===== src/rtl/regfile_pkg.sv =====
// regfile_pkg: shared state encoding and default sizes
// for the regfile_2r1w operand store.
package regfile_pkg;

  typedef enum logic {
    RF_INIT,
    RF_READY
  } rf_state_e;

  localparam int RF_WIDTH_DEF = 8;
  localparam int RF_DEPTH_DEF = 8;

endpackage


===== src/rtl/regfile_init_seq.sv =====
// regfile_init_seq: post-reset clear sequencer, walks ptr
// over every entry once, then holds READY until clr.
module regfile_init_seq
  import regfile_pkg::*;
#(
  parameter int DEPTH = RF_DEPTH_DEF,
  localparam int AW = $clog2(DEPTH)
) (
  input  logic          clk,
  input  logic          clr,
  output logic          ready,
  output logic          clr_we,
  output logic [AW-1:0] clr_addr
);

  localparam logic [AW-1:0] LAST = AW'(DEPTH - 1);

  rf_state_e     state_q;
  rf_state_e     state_d;
  logic [AW-1:0] ptr_q;
  logic [AW-1:0] ptr_d;

  always_ff @(posedge clk) begin
    if (clr) begin
      state_q <= RF_INIT;
      ptr_q   <= '0;
    end else begin
      state_q <= state_d;
      ptr_q   <= ptr_d;
    end
  end

  always_comb begin
    state_d = state_q;
    ptr_d   = ptr_q;
    clr_we  = 1'b0;
    unique case (state_q)
      RF_INIT: begin
        clr_we = ~clr;
        // ptr parks on the last entry; no wrap
        if (ptr_q == LAST) begin
          state_d = RF_READY;
        end else begin
          ptr_d = ptr_q + 1'b1;
        end
      end
      RF_READY: begin
        state_d = RF_READY;
      end
    endcase
  end

  assign ready    = (state_q == RF_READY);
  assign clr_addr = ptr_q;

endmodule


===== src/rtl/regfile_2r1w.sv =====
// regfile_2r1w: 1W/2R register file, registered reads.
// Define REGFILE_BYPASS_EN for write-first collisions.
module regfile_2r1w
  import regfile_pkg::*;
#(
  parameter int WIDTH = RF_WIDTH_DEF,
  parameter int DEPTH = RF_DEPTH_DEF,
  localparam int AW = $clog2(DEPTH)
) (
  input  logic             clk,
  input  logic             clr,
  output logic             ready,
  input  logic             wen,
  input  logic [AW-1:0]    wsel,
  input  logic [WIDTH-1:0] d,
  input  logic             ren_a,
  input  logic [AW-1:0]    rsel_a,
  input  logic             ren_b,
  input  logic [AW-1:0]    rsel_b,
  output logic [WIDTH-1:0] qa,
  output logic [WIDTH-1:0] qb
);

  localparam logic [AW:0] DEPTH_W = (AW + 1)'(DEPTH);

  logic             clr_we;
  logic [AW-1:0]    clr_addr;
  logic [WIDTH-1:0] mem [DEPTH];

  logic             w_ok;
  logic             a_ok;
  logic             b_ok;
  logic             a_hit;
  logic             b_hit;
  logic             we;
  logic [AW-1:0]    waddr;
  logic [WIDTH-1:0] wdata;
  logic [WIDTH-1:0] a_data;
  logic [WIDTH-1:0] b_data;

  regfile_init_seq #(
    .DEPTH(DEPTH)
  ) u_init (
    .clk     (clk),
    .clr     (clr),
    .ready   (ready),
    .clr_we  (clr_we),
    .clr_addr(clr_addr)
  );

  assign w_ok = ready & wen & ~clr
              & ({1'b0, wsel} < DEPTH_W);
  assign a_ok = ({1'b0, rsel_a} < DEPTH_W);
  assign b_ok = ({1'b0, rsel_b} < DEPTH_W);

`ifdef REGFILE_BYPASS_EN
  assign a_hit = w_ok & (wsel == rsel_a);
  assign b_hit = w_ok & (wsel == rsel_b);
`else
  assign a_hit = 1'b0;
  assign b_hit = 1'b0;
`endif

  // clear and user writes never overlap: ready is low in INIT
  always_comb begin
    we    = clr_we | w_ok;
    waddr = clr_we ? clr_addr : wsel;
    wdata = clr_we ? '0 : d;
  end

  always_comb begin
    a_data = '0;
    b_data = '0;
    if (a_ok) a_data = a_hit ? d : mem[rsel_a];
    if (b_ok) b_data = b_hit ? d : mem[rsel_b];
  end

  always_ff @(posedge clk) begin
    if (we) mem[waddr] <= wdata;
  end

  always_ff @(posedge clk) begin
    if (clr) begin
      qa <= '0;
      qb <= '0;
    end else begin
      if (ren_a) qa <= ready ? a_data : '0;
      if (ren_b) qb <= ready ? b_data : '0;
    end
  end

endmodule


===== config.mk =====
export PLATFORM = sky130hd
export DESIGN_NAME = regfile_2r1w
export DESIGN_NICKNAME = d
export VERILOG_FILES = /design/src/rtl/regfile_pkg.sv /design/src/rtl/regfile_init_seq.sv /design/src/rtl/regfile_2r1w.sv
export SDC_FILE = /design/constraint.sdc
export NUM_CORES = 1
export LEC_CHECK = 0
export CORE_UTILIZATION = 45
export CTS_CLUSTER_SIZE = 25
export DETAILED_ROUTE_END_ITERATION = 7
export PLACE_DENSITY = 0.71
export SLEW_MARGIN = 20
export SYNTH_ARGS = -nofsm -noshare
export SYNTH_HDL_FRONTEND = slang
export SYNTH_SLANG_ARGS = --single-unit

===== constraint.sdc =====
create_clock -name clk -period 2.3 [get_ports clk]
set_input_delay 0.46 -clock clk [delete_from_list [all_inputs] [get_ports clk]]
set_output_delay 0.46 -clock clk [all_outputs]
set_load 0.1 [all_outputs]

==> flow_results.org <==
** Global routing
- The via count of the first global-routing pass came to 2474.
- Number of antenna violations at the first check in global routing :: 0
- Largest net degree at the start of global routing :: 23
- Overall global routing resource usage :: 0.2042
- The first global-routing pass estimated 13130 µm of wire.
- After global routing the overflow that remains totals 0.

** Clocking
- Number of buffers inserted to repair setup after CTS :: 0
- The H-tree was split into 3 levels.
- TritonCTS built the clock tree.
- In this run, post-CTS hold repair placed 0 buffers.
- Gates resized during post-CTS repair numbered 0.
- Maximum clock path buffer count :: 2
- At the later pin of the worst-skew pair, clock insertion delay measures 0.36 ns.
- Clock-pin slew was measured on the worst setup and hold paths at 0.08 ns.
- The number of clock buffers added by TritonCTS is 9.
- The tree built by TritonCTS fans out to 84 sinks.
- The tree is rooted in a clkbuf_8.

** Timing
- Dividing the final minimum period by the clock period gives 0.7992.
- Worst-case headroom to the max-slew limit :: 0.5125
- Setup violations remaining at the end of the flow were counted as 0.
- In the final timing run, aggregate negative setup slack is 0 ns.
- Tightest Pin Transition :: 0.7298 ns
- Final critical path time including I/O delays and setup :: 1.838 ns
- The total count of hold-check failures in the final report was 0.
- Fin. max-slew vios :: 0
- On the final layout, the worst clock skew is 0.007068 ns.
- Achievable frequency :: 544.0 MHz
- Hold slack :: 0.4730 ns
- Setup slack on the critical path of the routed design comes to 0.4619 ns.
- Setup repair after global routing left no endpoint under its margin.

** Routing
- Total wirelength of the detailed-routed design :: 8376 µm
- Remaining antenna violation count :: 0
- After detailed routing, the number of remaining DRC violations is 0.
- DRC violation total after the first TritonRoute iteration :: 198
- For this block, the via count after detailed routing is 2518.
- After detailed routing, the number of vias per cell comes to 5.571.
- For this run, the detailed router's first-pass iteration total came to 5.
- Average wire length per cell after detail routing :: 18.53 µm

** Place
- Estimated wirelength of the detail-placed design :: 5947 µm
- Placed Cells :: 436
- Count of port buffers added during placement :: 38
- OpenSTA, run right after detailed placement, puts the worst setup slack at 0.08902 ns.
- The congestion estimate from routability-driven global placement came to 0.7400.
- Placed cell area :: 0.004523 mm²

** Setup path
- For this design, the slowest cell found on the critical path is mux4_1.
- STA classifies the critical path endpoint as a flop.
- In this run the worst setup path terminates at qb[7].
- The worst register-to-register path ends at mem[6][3].
- Critical Path AT :: 2.08 ns
- Critical Path Source :: rsel_b[0]
- Worst path cell trace :: clkdlybuf4s50_1 > buf_12 > mux4_1 > nand2b_1 > nand3_1 > a21oi_1
- Worst reg2reg startpoint :: u_init.ready
- Measured in cells, the most critical reg-to-reg path has a length of 5.
- Register-to-Register Setup Slack :: 0.67 ns
- At the worst endpoint, the required time is 2.54 ns.
- Along the worst path, the maximum fanout reaches 17.
- Critical path launch point type :: input pin
- Worst setup path class :: in -> reg
- Delay of the slowest cell on the worst path :: 0.56 ns

** Floorplan
- In this run the standard cell core region covers 0.008341 mm².
- The die covers 0.009122 mm².
- Starting density of the core :: 0.4718
- Width of the die :: 95.51 µm
- Rows :: 33
- The floorplan step set the die height to 95.51 µm.
- Pin placement for this block handled 39 I/O pins.

** Layout
- Count of filler cells inserted in the layout :: 695
- The net count of the finished layout is 366.
- Ratio of cells with drive above 1 in the final layout :: 0.1988
- Antenna fix cells :: 0
- The finished cells cover 0.004720 mm².
- Area overhead of the layout relative to synthesis :: 19.94%
- Fin cells :: 452
- Once layout is complete, the utilization of the core stands at 0.5659.

** Synth
- Number of enable-type register cells in the synthesized netlist :: 64
- Yosys instantiated no cell more often than edfxtp_1.
- Total nets after synthesis :: 304
- Yosys top cell area share :: 0.4884
- Yosys top cell by area :: edfxtp_1
- Share of synthesized area occupied by flip-flops and latches :: 0.5901
- In the synthesized netlist, the cells that appear most often are edfxtp_1, nand2b_1, mux2i_1.
- Predominant post-synthesis flop cell :: edfxtp_1
- Synthesized area :: 0.003935 mm²
- The synthesized design contains 84 register bits.
- Post-Synthesis Mean Instance Area :: 14.05 µm²
- Async set-reset flop share out of synthesis :: 0
- Post-Synthesis Cells :: 280
- During synthesis, Yosys emitted a total of 0 warnings.
- Distinct cell type count after synthesis :: 28
- By area the synthesized netlist is led by edfxtp_1, dfxtp_1, mux2i_1, mux4_1, nand2b_1.

** Power
- Switching power summed over all nets :: 0.7024 mW
- Part of the power in registers :: 0.556
- Of the total power, the clock network draws 0.338.
- Internal power :: 2.352 mW
- Of the total power, the share spent switching nets is 0.2300.
- Across the VDD grid, the largest voltage drop is 0.0002797 V.
- Leakage :: 1.731 nW
- Pwr per Cell Area :: 647.1 mW/mm²
- The share of total power dissipated in combinational logic is 0.106.
- Overall power of the completed layout :: 3.054 mW

** Outcome
- Run status :: finished clean

** Worst hold path
- In this run the worst hold path is classified as reg -> reg.

** Run
- Max-cap violations :: 0
-- layout make-up --
| cell class | instances | area (µm²) | area share |
|---|---|---|---|
| Tap cell | 105 | 131.4 | 0.02784 |
| Timing Repair Buffer | 67 | 580.6 | 0.1230 |
| Inverter | 2 | 7.507 | 0.001591 |
| Clock inverter | 3 | 16.27 | 0.003446 |
| Clock buffer | 13 | 180.2 | 0.03818 |
| Sequential cell | 84 | 2323 | 0.4923 |
| Multi-Input combinational cell | 178 | 1480 | 0.3136 |
-- registers in the layout, indices dropped and copies added (netlist names) --
register and flops:
qa 8, u_init.ready 1, u_init.clr_addr 3, mem 64
qb 8
-- worst max-delay path, delay by kind of cell --
| kind | cells | cell delay, ns |
|---|---|---|
| buf+inv | 2 | 0.69 |
| mux | 1 | 0.56 |
| simple gates | 2 | 0.29 |
| compound gates | 1 | 0.07 |
-- worst min path at each step --
stage | from | end | slack [ns] | cells past startpoint
2_1_floorplan | u_init.clr_addr[2] | u_init.clr_addr[2] | 0.50 | 2
3_3_place_gp | qb[6] | qb[6] | 0.46 | 2
3_5_place_dp | qb[0] | qb[0] | 0.46 | 2
4_1_cts | qb[0] | qb[0] | 0.48 | 2
5_1_grt | qa[5] | qa[5] | 0.49 | 2
6_report | qb[5] | qb[5] | 0.47 | 2
-- power groups by stage --
| stage | registers (mW) | logic (mW) | clock network [mW] |
|---|---|---|---|
| after floorplan | 1.73 | 0.195 | 0 |
| after global placement | 1.73 | 0.318 | 0 |
| after detailed placement | 1.73 | 0.325 | 0 |
| after CTS | 1.70 | 0.326 | 1.04 |
| after global routing | 1.70 | 0.350 | 1.11 |
| final | 1.70 | 0.325 | 1.03 |
-- placed cells by master (no fill, tap or decap), types with 3 or more instances in the layout --
cell,count
nand3_1,17
mux4_1,10
clkdlybuf4s50_1,21
a21oi_1,18
nand2_1,3
edfxtp_1,64
dfxtp_1,19
mux2i_1,32
mux4_2,6
o21ai_0,3
nand2b_1,34
nor2_1,14
clkbuf_8,11
buf_4,44
a31oi_1,4
a22oi_1,16
nor2b_1,10
-- layer usage --
layer  GRT usage  vias up  part of all wire
met1      0.2774     1226              0.45
met5           0        -                 0
met4     0.07587        0             0.015
li1            -     1192                 -
met2      0.3232       87              0.47
met3     0.04306       13             0.064
-- cells by family (layout without fill, tap and decap cells) --
group	after synthesis	in the layout	synth area share
AO/OA/AOI/OAI	42	42	0.06550
XOR/XNOR	1	1	0.002226
adder cells (fa/ha/maj)	2	2	0.006358
buffers and inverters	18	85	0.03371
flip-flops	84	84	0.5901
multiplexers	48	48	0.1825
AND/OR/NAND/NOR	85	85	0.1196
Power figures use the tool's default switching activity.
